<file path="src/rtl/sc_lane_pkg.sv">
// Shared definitions for the vehicle-lane driver: FSM encoding, level width,
// minimum tick period and the default per-level load patterns.
package sc_lane_pkg;

  localparam int LEVEL_W    = 2;
  localparam int MIN_PERIOD = 2;

  typedef enum logic [1:0] {
    ST_IDLE = 2'd0,
    ST_LOAD = 2'd1,
    ST_RUN  = 2'd2,
    ST_HOLD = 2'd3
  } lane_state_e;

  localparam logic [7:0] PATTERN_L0_DEF = 8'h81;
  localparam logic [7:0] PATTERN_L1_DEF = 8'h91;
  localparam logic [7:0] PATTERN_L2_DEF = 8'hA5;
  localparam logic [7:0] PATTERN_L3_DEF = 8'hDB;

endpackage

</file>
<file path="src/rtl/sc_lane_driver_if.sv">
// Control/lane bus between the game FSM (master) and one lane driver (slave).
// SC_LANE_DRIVER_STEP_CNT_EN adds the STEP/REV revolution outputs.
interface sc_lane_driver_if #(
  parameter int DATAWIDTH_BUS = 8
);
  import sc_lane_pkg::*;

  logic                     SC_LDRV_START_IN;
  logic [LEVEL_W-1:0]       SC_LDRV_LEVEL_IN;
  logic                     SC_LDRV_STOP_IN;
  logic                     SC_LDRV_PAUSE_IN;
  logic                     SC_LDRV_LOAD_OUT;
  logic [DATAWIDTH_BUS-1:0] SC_LDRV_PATTERN_OUT;
  logic                     SC_LDRV_VEL_OUT;
  logic                     SC_LDRV_BUSY_OUT;

`ifdef SC_LANE_DRIVER_STEP_CNT_EN
  logic [$clog2(DATAWIDTH_BUS)-1:0] SC_LDRV_STEP_OUT;
  logic                             SC_LDRV_REV_OUT;

  modport master (
    output SC_LDRV_START_IN, SC_LDRV_LEVEL_IN, SC_LDRV_STOP_IN, SC_LDRV_PAUSE_IN,
    input  SC_LDRV_LOAD_OUT, SC_LDRV_PATTERN_OUT, SC_LDRV_VEL_OUT, SC_LDRV_BUSY_OUT,
    input  SC_LDRV_STEP_OUT, SC_LDRV_REV_OUT
  );

  modport slave (
    input  SC_LDRV_START_IN, SC_LDRV_LEVEL_IN, SC_LDRV_STOP_IN, SC_LDRV_PAUSE_IN,
    output SC_LDRV_LOAD_OUT, SC_LDRV_PATTERN_OUT, SC_LDRV_VEL_OUT, SC_LDRV_BUSY_OUT,
    output SC_LDRV_STEP_OUT, SC_LDRV_REV_OUT
  );
`else
  modport master (
    output SC_LDRV_START_IN, SC_LDRV_LEVEL_IN, SC_LDRV_STOP_IN, SC_LDRV_PAUSE_IN,
    input  SC_LDRV_LOAD_OUT, SC_LDRV_PATTERN_OUT, SC_LDRV_VEL_OUT, SC_LDRV_BUSY_OUT
  );

  modport slave (
    input  SC_LDRV_START_IN, SC_LDRV_LEVEL_IN, SC_LDRV_STOP_IN, SC_LDRV_PAUSE_IN,
    output SC_LDRV_LOAD_OUT, SC_LDRV_PATTERN_OUT, SC_LDRV_VEL_OUT, SC_LDRV_BUSY_OUT
  );
`endif

endinterface

</file>
<file path="src/rtl/sc_lane_prescaler.sv">
// Tick prescaler: counts while enabled, wraps at period-1 and registers a one-cycle tick.
// With SC_LANE_DRIVER_STEP_CNT_EN the wrap strobe is exported for the step counter.
module sc_lane_prescaler #(
  parameter int PRESCALE_WIDTH = 20
) (
  input  logic                      SC_REGDD_CLOCK,
  input  logic                      SC_REGDD_RESET,
  input  logic                      i_clear,
  input  logic                      i_enable,
  input  logic [PRESCALE_WIDTH-1:0] i_period,
  output logic                      o_tick
`ifdef SC_LANE_DRIVER_STEP_CNT_EN
  ,
  output logic                      o_tick_set
`endif
);

  logic [PRESCALE_WIDTH-1:0] r_cnt;
  logic                      r_tick;
  logic                      w_last;
  logic                      w_tick_set;

  // >= rather than == keeps the counter bounded even if the period ever shrinks mid-count.
  assign w_last     = (r_cnt >= i_period - PRESCALE_WIDTH'(1));
  assign w_tick_set = i_enable && !i_clear && w_last;

  // NOTE: non-blocking assignments so every flop samples the pre-edge values of its peers.
  always_ff @(posedge SC_REGDD_CLOCK or posedge SC_REGDD_RESET) begin
    if (SC_REGDD_RESET) begin
      r_cnt  <= '0;
      r_tick <= 1'b0;
    end else begin
      r_tick <= w_tick_set;
      if (i_clear) begin
        r_cnt <= '0;
      end else if (i_enable) begin
        r_cnt <= w_last ? '0 : r_cnt + PRESCALE_WIDTH'(1);
      end
    end
  end

  assign o_tick = r_tick;
`ifdef SC_LANE_DRIVER_STEP_CNT_EN
  assign o_tick_set = w_tick_set;
`endif

endmodule

</file>
<file path="src/rtl/sc_lane_driver.sv">
// Lane driver: on START latches a level, pulses LOAD with that level's pattern, then emits VEL ticks.
// SC_LANE_DRIVER_STEP_CNT_EN adds the STEP (VEL count mod lane width) and REV outputs.
module sc_lane_driver
  import sc_lane_pkg::*;
#(
  parameter int                        DATAWIDTH_BUS  = 8,
  parameter int                        PRESCALE_WIDTH = 20,
  parameter logic [PRESCALE_WIDTH-1:0] PERIOD_BASE    = 20'd800000,
  parameter logic [DATAWIDTH_BUS-1:0]  PATTERN_L0     = PATTERN_L0_DEF,
  parameter logic [DATAWIDTH_BUS-1:0]  PATTERN_L1     = PATTERN_L1_DEF,
  parameter logic [DATAWIDTH_BUS-1:0]  PATTERN_L2     = PATTERN_L2_DEF,
  parameter logic [DATAWIDTH_BUS-1:0]  PATTERN_L3     = PATTERN_L3_DEF
) (
  input  logic            SC_REGDD_CLOCK,
  input  logic            SC_REGDD_RESET,
  sc_lane_driver_if.slave lane_if
);

  localparam logic [PRESCALE_WIDTH-1:0] MIN_PERIOD_W = PRESCALE_WIDTH'(MIN_PERIOD);

  lane_state_e               r_state;
  lane_state_e               w_state_nxt;
  logic [LEVEL_W-1:0]        r_level;
  logic [DATAWIDTH_BUS-1:0]  r_pattern;
  logic [DATAWIDTH_BUS-1:0]  w_pattern_sel;
  logic                      r_load;
  logic                      r_busy;
  logic                      w_start_acc;
  logic                      w_cnt_clear;
  logic                      w_cnt_en;
  logic                      w_vel;
  logic [PRESCALE_WIDTH-1:0] w_period_raw;
  logic [PRESCALE_WIDTH-1:0] w_period;

  // STOP outranks START, which outranks PAUSE; a dropped START latches nothing.
  // NOTE: every output of a combinational block gets a default first, so no path infers a latch.
  always_comb begin
    w_state_nxt = r_state;
    w_start_acc = 1'b0;
    if (lane_if.SC_LDRV_STOP_IN) begin
      w_state_nxt = ST_IDLE;
    end else if (lane_if.SC_LDRV_START_IN) begin
      w_state_nxt = ST_LOAD;
      w_start_acc = 1'b1;
    end else begin
      unique case (r_state)
        ST_IDLE:         w_state_nxt = ST_IDLE;
        ST_LOAD:         w_state_nxt = ST_RUN;
        ST_RUN, ST_HOLD: w_state_nxt = lane_if.SC_LDRV_PAUSE_IN ? ST_HOLD : ST_RUN;
      endcase
    end
  end

  always_comb begin
    w_pattern_sel = PATTERN_L0;
    case (lane_if.SC_LDRV_LEVEL_IN)
      2'd1:    w_pattern_sel = PATTERN_L1;
      2'd2:    w_pattern_sel = PATTERN_L2;
      2'd3:    w_pattern_sel = PATTERN_L3;
      default: w_pattern_sel = PATTERN_L0;
    endcase
  end

  always_ff @(posedge SC_REGDD_CLOCK or posedge SC_REGDD_RESET) begin
    if (SC_REGDD_RESET) begin
      r_state   <= ST_IDLE;
      r_level   <= '0;
      r_pattern <= '0;
      r_load    <= 1'b0;
      r_busy    <= 1'b0;
    end else begin
      r_state <= w_state_nxt;
      r_load  <= (w_state_nxt == ST_LOAD);
      r_busy  <= (w_state_nxt != ST_IDLE);
      if (w_start_acc) begin
        r_level   <= lane_if.SC_LDRV_LEVEL_IN;
        r_pattern <= w_pattern_sel;
      end
    end
  end

  // Prescaler follows the next state, so its count lines up with the state register:
  // the LOAD->RUN edge is the first counted clock and VEL lands exactly one period after LOAD.
  assign w_cnt_en    = (w_state_nxt == ST_RUN);
  assign w_cnt_clear = (w_state_nxt == ST_LOAD) || (w_state_nxt == ST_IDLE);

  assign w_period_raw = PERIOD_BASE >> r_level;
  assign w_period     = (w_period_raw < MIN_PERIOD_W) ? MIN_PERIOD_W : w_period_raw;

`ifdef SC_LANE_DRIVER_STEP_CNT_EN
  localparam int STEP_W = $clog2(DATAWIDTH_BUS);

  logic              w_tick_set;
  logic [STEP_W-1:0] r_step;
  logic              r_rev;
  logic              w_step_last;

  sc_lane_prescaler #(
    .PRESCALE_WIDTH (PRESCALE_WIDTH)
  ) u_prescaler (
    .SC_REGDD_CLOCK (SC_REGDD_CLOCK),
    .SC_REGDD_RESET (SC_REGDD_RESET),
    .i_clear        (w_cnt_clear),
    .i_enable       (w_cnt_en),
    .i_period       (w_period),
    .o_tick         (w_vel),
    .o_tick_set     (w_tick_set)
  );

  assign w_step_last = (r_step == STEP_W'(DATAWIDTH_BUS - 1));

  // Updated on the same edge that raises VEL, so STEP and REV are coincident with it.
  always_ff @(posedge SC_REGDD_CLOCK or posedge SC_REGDD_RESET) begin
    if (SC_REGDD_RESET) begin
      r_step <= '0;
      r_rev  <= 1'b0;
    end else if (w_cnt_clear) begin
      r_step <= '0;
      r_rev  <= 1'b0;
    end else begin
      r_rev <= w_tick_set && w_step_last;
      if (w_tick_set) begin
        r_step <= w_step_last ? '0 : r_step + STEP_W'(1);
      end
    end
  end

  assign lane_if.SC_LDRV_STEP_OUT = r_step;
  assign lane_if.SC_LDRV_REV_OUT  = r_rev;
`else
  sc_lane_prescaler #(
    .PRESCALE_WIDTH (PRESCALE_WIDTH)
  ) u_prescaler (
    .SC_REGDD_CLOCK (SC_REGDD_CLOCK),
    .SC_REGDD_RESET (SC_REGDD_RESET),
    .i_clear        (w_cnt_clear),
    .i_enable       (w_cnt_en),
    .i_period       (w_period),
    .o_tick         (w_vel)
  );
`endif

  assign lane_if.SC_LDRV_LOAD_OUT    = r_load;
  assign lane_if.SC_LDRV_PATTERN_OUT = r_pattern;
  assign lane_if.SC_LDRV_VEL_OUT     = w_vel;
  assign lane_if.SC_LDRV_BUSY_OUT    = r_busy;

endmodule

</file>
<file path="src/flat_wrapper.sv">
// flat-port wrapper written by rule: the top's interface ports become plain ports
module sc_lane_driver_flat import sc_lane_pkg::*;
#(
  parameter int                        DATAWIDTH_BUS  = 8,
  parameter int                        PRESCALE_WIDTH = 20,
  parameter logic [PRESCALE_WIDTH-1:0] PERIOD_BASE    = 20'd800000,
  parameter logic [DATAWIDTH_BUS-1:0]  PATTERN_L0     = PATTERN_L0_DEF,
  parameter logic [DATAWIDTH_BUS-1:0]  PATTERN_L1     = PATTERN_L1_DEF,
  parameter logic [DATAWIDTH_BUS-1:0]  PATTERN_L2     = PATTERN_L2_DEF,
  parameter logic [DATAWIDTH_BUS-1:0]  PATTERN_L3     = PATTERN_L3_DEF
)
  (SC_REGDD_CLOCK, SC_REGDD_RESET, lane_if_SC_LDRV_START_IN, lane_if_SC_LDRV_LEVEL_IN, lane_if_SC_LDRV_STOP_IN, lane_if_SC_LDRV_PAUSE_IN, lane_if_SC_LDRV_LOAD_OUT, lane_if_SC_LDRV_PATTERN_OUT, lane_if_SC_LDRV_VEL_OUT, lane_if_SC_LDRV_BUSY_OUT);
  sc_lane_driver_if #(.DATAWIDTH_BUS(DATAWIDTH_BUS)) lane_if_i ();
  input  logic SC_REGDD_CLOCK;
  input  logic SC_REGDD_RESET;
  input wire logic [$bits(lane_if_i.SC_LDRV_START_IN)-1:0] lane_if_SC_LDRV_START_IN;
  input wire logic [$bits(lane_if_i.SC_LDRV_LEVEL_IN)-1:0] lane_if_SC_LDRV_LEVEL_IN;
  input wire logic [$bits(lane_if_i.SC_LDRV_STOP_IN)-1:0] lane_if_SC_LDRV_STOP_IN;
  input wire logic [$bits(lane_if_i.SC_LDRV_PAUSE_IN)-1:0] lane_if_SC_LDRV_PAUSE_IN;
  output wire logic [$bits(lane_if_i.SC_LDRV_LOAD_OUT)-1:0] lane_if_SC_LDRV_LOAD_OUT;
  output wire logic [$bits(lane_if_i.SC_LDRV_PATTERN_OUT)-1:0] lane_if_SC_LDRV_PATTERN_OUT;
  output wire logic [$bits(lane_if_i.SC_LDRV_VEL_OUT)-1:0] lane_if_SC_LDRV_VEL_OUT;
  output wire logic [$bits(lane_if_i.SC_LDRV_BUSY_OUT)-1:0] lane_if_SC_LDRV_BUSY_OUT;
  assign lane_if_i.SC_LDRV_START_IN = lane_if_SC_LDRV_START_IN;
  assign lane_if_i.SC_LDRV_LEVEL_IN = lane_if_SC_LDRV_LEVEL_IN;
  assign lane_if_i.SC_LDRV_STOP_IN = lane_if_SC_LDRV_STOP_IN;
  assign lane_if_i.SC_LDRV_PAUSE_IN = lane_if_SC_LDRV_PAUSE_IN;
  assign lane_if_SC_LDRV_LOAD_OUT = lane_if_i.SC_LDRV_LOAD_OUT;
  assign lane_if_SC_LDRV_PATTERN_OUT = lane_if_i.SC_LDRV_PATTERN_OUT;
  assign lane_if_SC_LDRV_VEL_OUT = lane_if_i.SC_LDRV_VEL_OUT;
  assign lane_if_SC_LDRV_BUSY_OUT = lane_if_i.SC_LDRV_BUSY_OUT;
  sc_lane_driver #(.DATAWIDTH_BUS(DATAWIDTH_BUS), .PRESCALE_WIDTH(PRESCALE_WIDTH), .PERIOD_BASE(PERIOD_BASE), .PATTERN_L0(PATTERN_L0), .PATTERN_L1(PATTERN_L1), .PATTERN_L2(PATTERN_L2), .PATTERN_L3(PATTERN_L3)) u_core (.SC_REGDD_CLOCK(SC_REGDD_CLOCK), .SC_REGDD_RESET(SC_REGDD_RESET), .lane_if(lane_if_i));
endmodule
</file>
<file path="config.mk">
export PLATFORM = sky130hd
export DESIGN_NAME = sc_lane_driver_flat
export DESIGN_NICKNAME = d
export VERILOG_FILES = /design/src/rtl/sc_lane_pkg.sv /design/src/rtl/sc_lane_driver_if.sv /design/src/rtl/sc_lane_prescaler.sv /design/src/rtl/sc_lane_driver.sv /design/src/flat_wrapper.sv
export SDC_FILE = /design/constraint.sdc
export NUM_CORES = 1
export LEC_CHECK = 0
export BUFFER_PORTS_ARGS = -buffer_cell sky130_fd_sc_hd__buf_2
export CORE_AREA = 2 2 69 71
export CTS_BUF_LIST = sky130_fd_sc_hd__clkbuf_2 sky130_fd_sc_hd__clkbuf_4 sky130_fd_sc_hd__clkbuf_8
export DETAILED_ROUTE_END_ITERATION = 8
export DIE_AREA = 0 0 71 73
export HOLD_SLACK_MARGIN = 0.15
export PLACE_DENSITY = 0.68
export SLEW_MARGIN = 20
export SYNTH_ARGS = -nofsm -noshare
export SYNTH_HDL_FRONTEND = slang
export SYNTH_SLANG_ARGS = --single-unit
</file>
<file path="constraint.sdc">
create_clock -name SC_REGDD_CLOCK -period 4.8 [get_ports SC_REGDD_CLOCK]
set_clock_uncertainty 0.15 [all_clocks]
set_input_delay 0.48 -clock SC_REGDD_CLOCK [delete_from_list [all_inputs] [get_ports SC_REGDD_CLOCK]]
set_output_delay 0.48 -clock SC_REGDD_CLOCK [all_outputs]
set_load 0.02 [all_outputs]
</file>
==> impl_metrics.env <==
export IMPL_globalplace_congestion=0.7982
export IMPL_nets=291
export IMPL_grt_pass1_vias=1555
export IMPL_avgSynthCellArea_um2=9.186
export IMPL_via_per_inst=5.617
export IMPL_comb_power_share_pct=15.8
export IMPL_cts_buffers=5
export IMPL_mostFrequentLayoutCells="nand2_1 (36), dfrtp_1 (31), ha_1 (28), nand4_1 (18), buf_2 (17)"
export IMPL_p_clk_share_pct=36.2
export IMPL_overflow=0
export IMPL_hold_path_class="in2reg"
export IMPL_cts_root_buf="clkbuf_8"
export IMPL_postCtsSetupBuffers=0
export IMPL_p_int_mw=0.4139
export IMPL_status="finished clean"
export IMPL_drt_initial_drc_count=169
export IMPL_syn_cell_area_um2=2177
export IMPL_setup_slack_ns=1.245
export IMPL_pwr_share_seq_pct=48.0
export IMPL_whs_path_depth=2
export IMPL_synthToLayoutAreaGrowth_pct=9.138
export IMPL_crit_type="reg2reg"
export IMPL_dp_hpwl_um=3164
export IMPL_path_max_fanout=21
export IMPL_ant_nets=0
export IMPL_clock_sinks=31
export IMPL_first_pass_iters=6
export IMPL_clkTransAtPathRegs_ns=0.06
export IMPL_seq_area_frac_synth_pct=35.63
export IMPL_worst_endpoint_required_ns=4.81
export IMPL_timing_final_crit_share_pct=74.06
export IMPL_vdd_drop_max_v=0.0001723
export IMPL_end_kind="flop"
export IMPL_grt_pass1_wl_um=7438
export IMPL_p_per_area_nw_per_um2=242.0
export IMPL_initial_core_util_pct=48.00
export IMPL_synth_cells=237
export IMPL_cts_tree="built"
export IMPL_drc=0
export IMPL_hold_viol=0
export IMPL_grtUsageTotal_pct=18.34
export IMPL_tightest_slew_ns=0.7299
export IMPL_clk_latency_ns=0.28
export IMPL_netSwitchingPower_mw=0.1611
export IMPL_num_vias=1747
export IMPL_die_h_um=73
export IMPL_dp_slack_ns=1.242
export IMPL_slew_headroom_pct=51.34
export IMPL_leakage_nw=1.075
export IMPL_synth_edf_count=0
export IMPL_dieArea_um2=5183
export IMPL_final_common_cell="nand2_1"
export IMPL_core_area_um2=4536
export IMPL_rows=25
export IMPL_cts_htree_levels=2
export IMPL_drive_gt1_share_pct=14.79
export IMPL_synth_distinct_cells=34
export IMPL_rsz0062_at_grt="false"
export IMPL_setup_violations=0
export IMPL_clk_path_buf_depth=2
export IMPL_cap_viol_max_count=0
export IMPL_ios=18
export IMPL_finalWirelength_um=4287
export IMPL_wl_per_cell_um=13.78
export IMPL_ff2ff_path_depth=14
export IMPL_fmax_mhz=281.3
export IMPL_dpl_cell_area_um2=2277
export IMPL_antenna_cells=0
export IMPL_swShare_pct=28.02
export IMPL_grt_max_degree=32
export IMPL_synth_warnings=0
export IMPL_slew_viol_final=0
export IMPL_ys_ff_latch=31
export IMPL_chipWidth_um=71
export IMPL_synthFlopType="dfrtp_1"
export IMPL_port_buffers=17
export IMPL_period_minus_slack_ns=3.555
export IMPL_tns_ns=0
export IMPL_power_mw=0.5750
export IMPL_start_kind="flop"
export IMPL_final_area_um2=2376
export IMPL_antenna_found_initial=0
export IMPL_worstPathArrival_ns=3.56
export IMPL_ys_async_sr_fraction_pct=100.0
## state kept, by name, indices dropped and copies added (netlist names)
register	cells
u_core.lane_if.SC_LDRV_LOAD_OUT	1
u_core.u_prescaler.r_cnt	20
u_core.r_level	2
u_core.lane_if.SC_LDRV_BUSY_OUT	1
u_core.r_state	2
u_core.lane_if.SC_LDRV_PATTERN_OUT	4
u_core.u_prescaler.o_tick	1
## cell type report
cell class              instances  area, µm²
clock buffers                   7      83.83
multi-input cells             183       1274
well taps                      54      67.56
inverters                      14      52.55
clock inverters                 1      5.005
repair buffers                 21      117.6
fillers                       427       2160
flip-flops and latches         31      775.7
## through the flow
| stage | util, % | instances | hold slack, ns |
|---|---|---|---|
| global route | 52.39 | 311 | 0.2424 |
| CTS | 52.39 | 311 | 0.2350 |
| detailed placement | 50.21 | 302 | 0.3253 |
| floorplan | - | 240 | 0.3195 |
| finish | 52.39 | 311 | 0.2455 |
| global placement | 50.21 | 302 | 0.3108 |
## power by group through the flow
stage	clock, mW	sequential [mW]	combinational [mW]
6_report	0.208	0.276	0.0910
5_1_grt	0.227	0.277	0.105
4_1_cts	0.212	0.276	0.0920
3_5_place_dp	0	0.281	0.0910
3_3_place_gp	0	0.280	0.0890
2_1_floorplan	0	0.284	0.0657
## worst max-delay path, stage by stage, from the launching register on
cell      delay [ns]
dfrtp_1         0.46
inv_1           0.16
ha_1            0.34
inv_1           0.10
nand3_1         0.08
nor3_1          0.18
xnor2_1         0.10
ha_1            0.17
a21oi_1         0.10
o21ai_0         0.08
a221oi_1        0.30
and2_1          0.17
buf_4           0.23
nand2_1         0.37
o311ai_0        0.43
## worst paths after layout
| kind | from | slack, ns | endpoint |
|---|---|---|---|
| max in group asynchronous | SC_REGDD_RESET | 3.55 | u_core.u_prescaler.o_tick$_DFF_PP0_ |
| setup / recovery | u_core.r_level[0]$_DFFE_PP0P_ | 1.24 | u_core.u_prescaler.r_cnt[13]$_DFFE_PP0P_ |
| min in group asynchronous | SC_REGDD_RESET | 0.67 | u_core.u_prescaler.r_cnt[11]$_DFFE_PP0P_ |
| hold reg to reg | u_core.lane_if.SC_LDRV_PATTERN_OUT[0]$_DFFE_PP0P_ | 0.34 | u_core.lane_if.SC_LDRV_PATTERN_OUT[0]$_DFFE_PP0P_ |
| hold / removal | lane_if_SC_LDRV_STOP_IN | 0.25 | u_core.r_state[0]$_DFF_PP0_ |
| setup reg to reg | u_core.r_level[0]$_DFFE_PP0P_ | 1.24 | u_core.u_prescaler.r_cnt[13]$_DFFE_PP0P_ |
## cell usage after synthesis (all sizes together), types with 3 or more instances
cell type | instances | area (µm²)
and4 | 4 | 35.03
nand3 | 13 | 65.06
nor2 | 13 | 48.80
nand2b | 3 | 18.77
nand2 | 36 | 135.1
a21oi | 10 | 50.05
ha | 28 | 350.3
o21ai | 9 | 45.04
a31oi | 4 | 25.02
inv | 14 | 52.55
a22o | 3 | 26.28
dfrtp | 31 | 775.7
clkbuf | 4 | 15.01
buf | 8 | 71.32
nand4 | 18 | 112.6
nor3 | 5 | 25.02
o311ai | 11 | 148.9
## per-layer routing
layer / routed length (µm) / vias to the layer above / share of wire [%] / global-route usage (%)
li1: - / 904 / - / -
met1: 2275 / 823 / 53 / 27.77
met2: 1858 / 16 / 43 / 25.75
met3: 94 / 4 / 2.2 / 3.867
met4: 59 / 0 / 1.4 / 6.289
met5: 0 / - / 0 / 0
## repair_timing
item,in CTS,in global routing
hold buffers,1,0
gates resized for setup,0,0
endpoints found under the setup margin,0,0
endpoints found under the hold margin,31,0
## kinds of logic after synthesis
logic type | after synthesis | share of synthesized area (%)
fa+ha+maj | 28 | 16.09
buf+inv | 26 | 6.379
other cells | 2 | 0.3450
mux | 2 | 0.9196
simple gates | 99 | 22.53
flops | 31 | 35.63
compound gates | 46 | 16.90
xor+xnor | 3 | 1.207
Power figures use the tool's default switching activity.
